[src/rtl/acc_sequencer_if.sv]
// Purpose: command handshake, ALU flag inputs and datapath strobes of acc_sequencer.
// Latency: none; a bundle of wires only.
// Backpressure: cmd_valid/cmd_ready, a command transfers when both are high at a clock edge.
interface acc_sequencer_if #(
  parameter int CNT_W = 4
) ();
  logic             cmd_valid;
  logic             cmd_ready;
  logic [2:0]       cmd_op;
  logic [CNT_W-1:0] cmd_cnt;
  logic             alu_cf;
  logic             alu_zf;
  logic             nLa;
  logic             nLb;
  logic             Ea;
  logic             Eu;
  logic             sub;
  logic             busy;
  logic             done;
  logic             flag_c;
  logic             flag_z;
  logic             err;
  logic [CNT_W-1:0] iter_left;

  // Host / datapath side: issues commands and reports ALU flags.
  modport master (
    output cmd_valid, cmd_op, cmd_cnt, alu_cf, alu_zf,
    input  cmd_ready, nLa, nLb, Ea, Eu, sub, busy, done, flag_c, flag_z, err, iter_left
  );

  // Sequencer side.
  modport slave (
    input  cmd_valid, cmd_op, cmd_cnt, alu_cf, alu_zf,
    output cmd_ready, nLa, nLb, Ea, Eu, sub, busy, done, flag_c, flag_z, err, iter_left
  );
endinterface

[src/rtl/acc_sequencer.sv]
// Purpose: expands one host command into registered A/B/ALU control strobes and captures ALU flags.
// Latency: NOP/reserved done at k+1, LDA/LDB/OUT at k+2, ADD/SUB at k+3, RPT N at k+1+2N.
// Backpressure: cmd_ready only in IDLE with rst low; at least one IDLE cycle between commands.
module acc_sequencer #(
  parameter int CNT_W          = 4,
  parameter bit ABORT_ON_CARRY = 1'b1
) (
  input  logic          clk,
  input  logic          rst,
  acc_sequencer_if.slave bus
);

  localparam logic [2:0] OP_NOP = 3'b000;
  localparam logic [2:0] OP_LDA = 3'b001;
  localparam logic [2:0] OP_LDB = 3'b010;
  localparam logic [2:0] OP_ADD = 3'b011;
  localparam logic [2:0] OP_SUB = 3'b100;
  localparam logic [2:0] OP_OUT = 3'b101;
  localparam logic [2:0] OP_RPT = 3'b110;

  localparam logic [CNT_W-1:0] CNT_ZERO = '0;
  localparam logic [CNT_W-1:0] CNT_ONE  = {{(CNT_W-1){1'b0}}, 1'b1};

  typedef enum logic [2:0] {
    S_IDLE    = 3'd0,
    S_LOAD    = 3'd1,
    S_OUTP    = 3'd2,
    S_COMPUTE = 3'd3,
    S_WRITE   = 3'd4,
    S_DONE    = 3'd5
  } state_t;

  state_t           r_state, w_state_nxt;
  logic [2:0]       r_op, w_op_nxt;
  logic             r_nla, w_nla_nxt;
  logic             r_nlb, w_nlb_nxt;
  logic             r_ea, w_ea_nxt;
  logic             r_eu, w_eu_nxt;
  logic             r_sub, w_sub_nxt;
  logic             r_done, w_done_nxt;
  logic             r_flag_c, w_flag_c_nxt;
  logic             r_flag_z, w_flag_z_nxt;
  logic             r_err, w_err_nxt;
  logic [CNT_W-1:0] r_iter, w_iter_nxt;
  logic [CNT_W-1:0] w_iter_dec;
  logic             w_cmd_ready;
  logic             w_accept;

  assign w_cmd_ready = (r_state == S_IDLE) && !rst;
  assign w_accept    = w_cmd_ready && bus.cmd_valid;
  assign w_iter_dec  = r_iter - CNT_ONE;

  // Next state and next (registered) strobe values; strobes default to inactive every cycle.
  always_comb begin
    w_state_nxt  = r_state;
    w_op_nxt     = r_op;
    w_nla_nxt    = 1'b1;
    w_nlb_nxt    = 1'b1;
    w_ea_nxt     = 1'b0;
    w_eu_nxt     = 1'b0;
    w_sub_nxt    = 1'b0;
    w_done_nxt   = 1'b0;
    w_flag_c_nxt = r_flag_c;
    w_flag_z_nxt = r_flag_z;
    w_err_nxt    = r_err;
    w_iter_nxt   = r_iter;
    case (r_state)
      S_IDLE: begin
        if (w_accept) begin
          w_op_nxt  = bus.cmd_op;
          w_err_nxt = 1'b0;
          case (bus.cmd_op)
            OP_NOP: begin w_state_nxt = S_DONE; w_done_nxt = 1'b1; end
            OP_LDA: begin w_state_nxt = S_LOAD; w_nla_nxt = 1'b0; end
            OP_LDB: begin w_state_nxt = S_LOAD; w_nlb_nxt = 1'b0; end
            OP_OUT: begin w_state_nxt = S_OUTP; w_ea_nxt = 1'b1; end
            OP_ADD: w_state_nxt = S_COMPUTE;
            OP_SUB: begin w_state_nxt = S_COMPUTE; w_sub_nxt = 1'b1; end
            OP_RPT: begin
              w_iter_nxt = bus.cmd_cnt;
              if (bus.cmd_cnt == CNT_ZERO) begin
                w_state_nxt = S_DONE;
                w_done_nxt  = 1'b1;
              end else begin
                w_state_nxt = S_COMPUTE;
              end
            end
            default: begin
              // Reserved opcode: complete immediately and flag it.
              w_state_nxt = S_DONE;
              w_done_nxt  = 1'b1;
              w_err_nxt   = 1'b1;
            end
          endcase
        end
      end
      S_LOAD, S_OUTP: begin
        w_state_nxt = S_DONE;
        w_done_nxt  = 1'b1;
      end
      S_COMPUTE: begin
        // ALU result has settled; put it on the bus and load it into A.
        w_state_nxt = S_WRITE;
        w_eu_nxt    = 1'b1;
        w_nla_nxt   = 1'b0;
        w_sub_nxt   = r_sub;
      end
      S_WRITE: begin
        w_flag_c_nxt = bus.alu_cf;
        w_flag_z_nxt = bus.alu_zf;
        if (r_op == OP_RPT) begin
          w_iter_nxt = w_iter_dec;
          if (ABORT_ON_CARRY && bus.alu_cf) begin
            w_state_nxt = S_DONE;
            w_done_nxt  = 1'b1;
            w_err_nxt   = 1'b1;
          end else if (w_iter_dec == CNT_ZERO) begin
            w_state_nxt = S_DONE;
            w_done_nxt  = 1'b1;
          end else begin
            w_state_nxt = S_COMPUTE;
          end
        end else begin
          w_state_nxt = S_DONE;
          w_done_nxt  = 1'b1;
        end
      end
      S_DONE:  w_state_nxt = S_IDLE;
      default: w_state_nxt = S_IDLE;
    endcase
  end

  // State and output registers; synchronous reset drops any command in flight.
  always_ff @(posedge clk) begin
    if (rst) begin
      r_state  <= S_IDLE;
      r_op     <= OP_NOP;
      r_nla    <= 1'b1;
      r_nlb    <= 1'b1;
      r_ea     <= 1'b0;
      r_eu     <= 1'b0;
      r_sub    <= 1'b0;
      r_done   <= 1'b0;
      r_flag_c <= 1'b0;
      r_flag_z <= 1'b0;
      r_err    <= 1'b0;
      r_iter   <= '0;
    end else begin
      r_state  <= w_state_nxt;
      r_op     <= w_op_nxt;
      r_nla    <= w_nla_nxt;
      r_nlb    <= w_nlb_nxt;
      r_ea     <= w_ea_nxt;
      r_eu     <= w_eu_nxt;
      r_sub    <= w_sub_nxt;
      r_done   <= w_done_nxt;
      r_flag_c <= w_flag_c_nxt;
      r_flag_z <= w_flag_z_nxt;
      r_err    <= w_err_nxt;
      r_iter   <= w_iter_nxt;
    end
  end

  assign bus.cmd_ready = w_cmd_ready;
  assign bus.nLa       = r_nla;
  assign bus.nLb       = r_nlb;
  assign bus.Ea        = r_ea;
  assign bus.Eu        = r_eu;
  assign bus.sub       = r_sub;
  assign bus.busy      = (r_state != S_IDLE);
  assign bus.done      = r_done;
  assign bus.flag_c    = r_flag_c;
  assign bus.flag_z    = r_flag_z;
  assign bus.err       = r_err;
  assign bus.iter_left = r_iter;

endmodule

[src/flat_wrapper.sv]
// flat-port wrapper written by rule: the top's interface ports become plain ports
module acc_sequencer_flat 
#(
  parameter int CNT_W          = 4,
  parameter bit ABORT_ON_CARRY = 1'b1
)
  (clk, rst, bus_cmd_valid, bus_cmd_op, bus_cmd_cnt, bus_alu_cf, bus_alu_zf, bus_cmd_ready, bus_nLa, bus_nLb, bus_Ea, bus_Eu, bus_sub, bus_busy, bus_done, bus_flag_c, bus_flag_z, bus_err, bus_iter_left);
  acc_sequencer_if #(.CNT_W(CNT_W)) bus_i ();
  input  logic clk;
  input  logic rst;
  input wire logic [$bits(bus_i.cmd_valid)-1:0] bus_cmd_valid;
  input wire logic [$bits(bus_i.cmd_op)-1:0] bus_cmd_op;
  input wire logic [$bits(bus_i.cmd_cnt)-1:0] bus_cmd_cnt;
  input wire logic [$bits(bus_i.alu_cf)-1:0] bus_alu_cf;
  input wire logic [$bits(bus_i.alu_zf)-1:0] bus_alu_zf;
  output wire logic [$bits(bus_i.cmd_ready)-1:0] bus_cmd_ready;
  output wire logic [$bits(bus_i.nLa)-1:0] bus_nLa;
  output wire logic [$bits(bus_i.nLb)-1:0] bus_nLb;
  output wire logic [$bits(bus_i.Ea)-1:0] bus_Ea;
  output wire logic [$bits(bus_i.Eu)-1:0] bus_Eu;
  output wire logic [$bits(bus_i.sub)-1:0] bus_sub;
  output wire logic [$bits(bus_i.busy)-1:0] bus_busy;
  output wire logic [$bits(bus_i.done)-1:0] bus_done;
  output wire logic [$bits(bus_i.flag_c)-1:0] bus_flag_c;
  output wire logic [$bits(bus_i.flag_z)-1:0] bus_flag_z;
  output wire logic [$bits(bus_i.err)-1:0] bus_err;
  output wire logic [$bits(bus_i.iter_left)-1:0] bus_iter_left;
  assign bus_i.cmd_valid = bus_cmd_valid;
  assign bus_i.cmd_op = bus_cmd_op;
  assign bus_i.cmd_cnt = bus_cmd_cnt;
  assign bus_i.alu_cf = bus_alu_cf;
  assign bus_i.alu_zf = bus_alu_zf;
  assign bus_cmd_ready = bus_i.cmd_ready;
  assign bus_nLa = bus_i.nLa;
  assign bus_nLb = bus_i.nLb;
  assign bus_Ea = bus_i.Ea;
  assign bus_Eu = bus_i.Eu;
  assign bus_sub = bus_i.sub;
  assign bus_busy = bus_i.busy;
  assign bus_done = bus_i.done;
  assign bus_flag_c = bus_i.flag_c;
  assign bus_flag_z = bus_i.flag_z;
  assign bus_err = bus_i.err;
  assign bus_iter_left = bus_i.iter_left;
  acc_sequencer #(.CNT_W(CNT_W), .ABORT_ON_CARRY(ABORT_ON_CARRY)) u_core (.clk(clk), .rst(rst), .bus(bus_i));
endmodule
[config.mk]
export PLATFORM = sky130hd
export DESIGN_NAME = acc_sequencer_flat
export DESIGN_NICKNAME = d
export VERILOG_FILES = /design/src/rtl/acc_sequencer_if.sv /design/src/rtl/acc_sequencer.sv /design/src/flat_wrapper.sv
export SDC_FILE = /design/constraint.sdc
export NUM_CORES = 1
export LEC_CHECK = 0
export CAP_MARGIN = 20
export CORE_MARGIN = 2
export CORE_UTILIZATION = 47
export CTS_CLUSTER_SIZE = 28
export DETAILED_ROUTE_END_ITERATION = 8
export PLACE_DENSITY_LB_ADDON = 0.12
export RECOVER_POWER = 25
export SYNTH_ARGS = -nofsm -noshare
export SYNTH_HDL_FRONTEND = slang
export SYNTH_SLANG_ARGS = --single-unit
[constraint.sdc]
create_clock -name clk -period 2 [get_ports clk]
set_input_delay 0.4 -clock clk [delete_from_list [all_inputs] [get_ports clk]]
set_output_delay 0.4 -clock clk [all_outputs]
set_load 0.05 [all_outputs]
=== Word level (Yosys, flattened, before mapping) ===
Index checks and enable logic that the tools add are counted.

* Add/sub/neg operators: 1
* Equality and inequality tests: 15
* Multiplexer cells: 32
* Bitwise operators: 2
* Reduce and logical (&&, ||, !) cells: 18

{| class="wikitable"
|+ Operators with widths
! cell !! number
|-
| case mux 3 bit (4 select lines) || 2
|-
| two-way mux 1 bit || 16
|-
| == test 3 bit (second input constant) || 5
|-
| two-way mux 3 bit || 5
|-
| == test 3 x 2 -> 1 bit (second input constant) || 4
|-
| two-way mux 4 bit || 3
|-
| logical NOT 4 bit || 2
|-
| case mux 1 bit (2 select lines) || 4
|-
| case mux 4 bit (2 select lines) || 1
|-
| AND reduction 4 bit || 2
|-
| OR reduction 7 bit || 1
|-
| == test 3 x 1 -> 1 bit (second input constant) || 2
|-
| logical NOT 3 bit || 2
|-
| OR reduction 2 bit || 3
|-
| OR reduction 5 bit || 1
|-
| != test 2 x 1 -> 1 bit (second input constant) || 2
|-
| != test 2 bit (second input constant) || 2
|-
| subtractor 4 x 1 -> 4 bit (second input constant) || 1
|-
| case mux 1 bit (3 select lines) || 1
|-
| nonzero test 3 bit || 1
|-
| OR reduction 3 bit || 1
|-
| logical AND 1 bit || 2
|-
| inverter 1 bit || 2
|-
| AND reduction 2 bit || 1
|-
| other kinds (2) || 2
|}

* Flip-flop bits (word level): 19
* Input port bits: 12
* Output and inout port bits: 15
* Logic and storage cells: 80

=== Depth between registers and ports, before layout ===
* Depth after elaboration: 6
* Gate-level depth with buffers: 6
* Depth with buffers taken out: 6

=== Worst setup path after synthesis ===
Ideal clock, no wire load.

* Path type: flip-flop to output port
* From: register u_core.r_state[0]
* To: output port bus_cmd_ready
* Arrival: 1.574 ns
* Required time: 1.600 ns
* Setup slack: 0.026 ns
* Cell stages (with the launch flop): 4
* Path buffers: 1
* Path through: dfxtp_1 -> or3_1 -> buf_6 -> nor2_1

* Word-level cells in the longest chain between the ends: 2

{| class="wikitable"
|+ Ends and longest elaborated chain
! element !! line !! source
|-
| start: declaration || acc_sequencer.sv:33 || <nowiki>state_t r_state, w_state_nxt;</nowiki>
|-
| start signal: assignment || acc_sequencer.sv:149 || <nowiki>r_state <= w_state_nxt;</nowiki>
|-
| logical NOT 3 bit || acc_sequencer.sv:49 || <nowiki>assign w_cmd_ready = (r_state == S_IDLE) && !rst;</nowiki>
|-
| logical AND 1 bit || acc_sequencer.sv:49 ||
|-
| end: declaration || flat_wrapper.sv:16 || <nowiki>output wire logic [$bits(bus_i.cmd_ready)-1:0] bus_cmd_ready;</nowiki>
|}

No other way between the ends.

=== Worst setup path after layout ===
Same ends and word-level chain as after synthesis.

==> results_dict.tcl <==
set metrics [dict create \
    arrival_ns 1.50 \
    n_fill_cell 194 \
    critPathCaptureType "primary output" \
    drive_gt1_frac 0.1503 \
    hold_buffers 0 \
    insertion_delay_ns 0.30 \
    path_buf_inv 1 \
    skew_ns 0.0009401 \
    final.period_utilization 0.9478 \
    cts_tree "yes" \
    die_w_um 51.29 \
    worst_pin_slew_ns 0.5918 \
    p_per_area_nw_per_um2 939.5 \
    cts-root-buf "clkbuf_4" \
    fmax_mhz 527.5 \
    start_util 0.4844 \
    wl_per_cell_um 14.83 \
    synthesis.nets 138 \
    setup_tns_ns 0 \
    dpl.cell_count 177 \
    ant_nets 0 \
    finalHoldViolations 0 \
    swShare 0.4383 \
    setup_viol 0 \
    yosys.area_share.adder 0.02381 \
    io_buffers 26 \
    comb_power_share 0.479 \
    n_antenna_cell 0 \
    synthCells 124 \
    path_max_fanout 9 \
    required_ns 1.60 \
    p_leak_nw 0.5324 \
    drc 0 \
    postCtsSetupBuffers 0 \
    slew_headroom 0.6071 \
    muxShareOfSynthArea 0 \
    synth_compound_area_frac 0.2833 \
    stdcell_count 181 \
    rsz0062_at_grt "false" \
    final_common_cell "clkdlybuf4s50_1" \
    crit_family "simple AND/OR/NAND/NOR gates" \
    clockBufferDepth 2 \
    numCtsBuffers 3 \
    synth_xor_xnor_area_share 0.008333 \
    synth-simple-area-share 0.2536 \
    critPathSlowestCell "or3_4" \
    syn_area_per_cell_sq_um 8.476 \
    synthToLayoutAreaGrowth_pct 33.57 \
    gp_congestion 0.8426 \
    ys_seq_area_frac 0.3619 \
    yosys.cell_types.count 36 \
    p_seq_frac 0.366 \
    track_usage 0.2309 \
    grt_pass1_vias 944 \
    cap_violations 0 \
    core_area_sq_um 2170 \
    via_count 1055 \
    grt_pass1_wl_mm 4.443 \
    ios 27 \
    clock_sinks 19 \
    die_y_um 51.29 \
    cts-resized-gates 2 \
    clkTransAtPathRegs_ns 0.12 \
    p_switching_mw 0.5782 \
    syn_area_sq_um 1051 \
    dpl.hpwl_mm 1.977 \
    grt_start_max_net_pins 15 \
    slowest_delay_ns 0.48 \
    p_int_mw 0.7408 \
    vdd_drop_max_v 0.0006131 \
    wirelength_mm 2.685 \
    die-area_sq_um 2631 \
    antenna_found_initial 0 \
    ctsHtreeMaxLevel 1 \
    grt-ovfl-total 0 \
    dr.pass1.iters 4 \
    nNetsFinal 168 \
    total_power_mw 1.319 \
    ys_warn_count 0 \
    ys_seq_elements 19 \
    criticalPathCategory "flop to primary output" \
    drv_slew 0 \
    p_clk_frac 0.156 \
    hp-class "flop to flop" \
    viasPerCell 5.829 \
    period_minus_slack_ns 1.896 \
    start_kind "flop" \
    drt_iter0_drc 15 \
    rows 17 \
    status "finished clean" \
    synth_top_family_by_area "compound AO/OA/AOI/OAI gates" \
    layout_common_cells "19 x clkdlybuf4s50_1, 18 x dfxtp_1, 16 x nand2_1" \
    path_cells "or3_4, nor2_2, buf_12" \
]
-- metal layers --
layer  global-route usage  wire length (um)  vias up
met5                    0                 0        -
met2               0.3506              1330       38
met4               0.1184                70        0
met1               0.3223              1131      500
li1                     -                 -      511
met3              0.02632               153        6
-- sequential cells by signal (all words and copies together), names as in the netlist --
| name | flops |
|---|---|
| u_core.r_state | 3 |
| u_core.bus.flag_z | 1 |
| u_core.bus.sub | 1 |
| u_core.bus.Eu | 1 |
| u_core.bus.iter_left | 4 |
| u_core.r_op | 3 |
| u_core.bus.nLb | 1 |
| u_core.bus.err | 1 |
| u_core.bus.flag_c | 1 |
| u_core.bus.Ea | 1 |
| u_core.bus.done | 1 |
| u_core.bus.nLa | 1 |
-- logic make-up (layout without fill, tap and decap cells) --
group,count (synthesis),in the layout
XOR/XNOR,1,1
buffers and inverters,14,43
AND/OR/NAND/NOR,53,53
adder cells (fa/ha/maj),2,2
AO/OA/AOI/OAI,35,35
flip-flops,19,19
-- area by class of cell --
| cell class | count | area [sq um] | share of cell area |
|---|---|---|---|
| clock buffers | 3 | 22.52 | 0.01604 |
| inverters | 5 | 18.77 | 0.01337 |
| well taps | 28 | 35.03 | 0.02496 |
| repair buffers | 34 | 325.3 | 0.2317 |
| multi-input cells | 91 | 613.1 | 0.4367 |
| flip-flops and latches | 19 | 381.6 | 0.2718 |
| clock inverters | 1 | 7.507 | 0.005348 |
-- worst reg2reg max path: cells and delay by family (launching register included) --
family | cells | cell delay [ns]
compound gates | 3 | 0.83
simple gates | 1 | 0.48
flops | 1 | 0.38
-- metrics by stage --
stage	hold slack [ns]	setup slack, ns	utilization	cell area, sq um
2_1_floorplan	0.4307	0.02556	-	1051
3_3_place_gp	0.4439	0.05758	0.6257	1358
3_5_place_dp	0.4507	0.03185	0.6257	1358
4_1_cts	0.4668	0.02079	0.6430	1395
5_1_grt	0.4981	0.03981	0.6471	1404
6_report	0.4646	0.1044	0.6471	1404
-- synthesized netlist by cell type --
cell type / count / share of area
or3_1: 3 / 0.018
o211ai_1: 1 / 0.0071
nand3b_1: 3 / 0.021
nand2_1: 16 / 0.057
a2111oi_4: 1 / 0.026
clkbuf_1: 5 / 0.018
nor4_1: 1 / 0.0060
ha_1: 2 / 0.024
or4_1: 1 / 0.0071
a311oi_1: 1 / 0.0083
xor2_1: 1 / 0.0083
o32a_4: 1 / 0.021
nand3_1: 3 / 0.014
dfxtp_1: 19 / 0.36
o311ai_1: 2 / 0.017
or2_2: 2 / 0.012
nor3_1: 4 / 0.019
o21ai_0: 5 / 0.024
o21a_1: 1 / 0.0071
a211oi_1: 3 / 0.021
buf_4: 1 / 0.0071
nor2b_1: 1 / 0.0060
buf_6: 2 / 0.021
o31ai_1: 4 / 0.029
a2111o_1: 1 / 0.011
buf_2: 1 / 0.0048
nor3b_1: 5 / 0.036
a32oi_1: 1 / 0.0083
a311o_1: 1 / 0.0095
nor2_1: 12 / 0.043
nand2_2: 1 / 0.0060
o41ai_1: 3 / 0.025
a21oi_1: 9 / 0.043
or3b_1: 1 / 0.0083
inv_1: 5 / 0.018
o32ai_4: 1 / 0.026
-- worst paths after layout --
path | from | to | slack, ns | depth (start not counted)
worst max-delay path | u_core.r_state[0]$_SDFFE_PP0N_ | bus_cmd_ready | 0.10 | 3
worst min-delay path | u_core.bus.flag_z$_SDFFE_PP0P_ | u_core.bus.flag_z$_SDFFE_PP0P_ | 0.46 | 2
worst max register to register | u_core.r_state[0]$_SDFFE_PP0N_ | u_core.bus.iter_left[2]$_SDFFE_PP0P_ | 0.20 | 4
worst min register to register | u_core.bus.flag_z$_SDFFE_PP0P_ | u_core.bus.flag_z$_SDFFE_PP0P_ | 0.46 | 2
-- power groups by stage --
stage | sequential, mW | clock, mW | combinational (mW)
3_5_place_dp | 0.487 | 0 | 0.612
6_report | 0.482 | 0.206 | 0.631
3_3_place_gp | 0.483 | 0 | 0.600
4_1_cts | 0.479 | 0.210 | 0.628
2_1_floorplan | 0.568 | 0 | 0.370
5_1_grt | 0.490 | 0.226 | 0.672
Power figures use the tool's default switching activity.
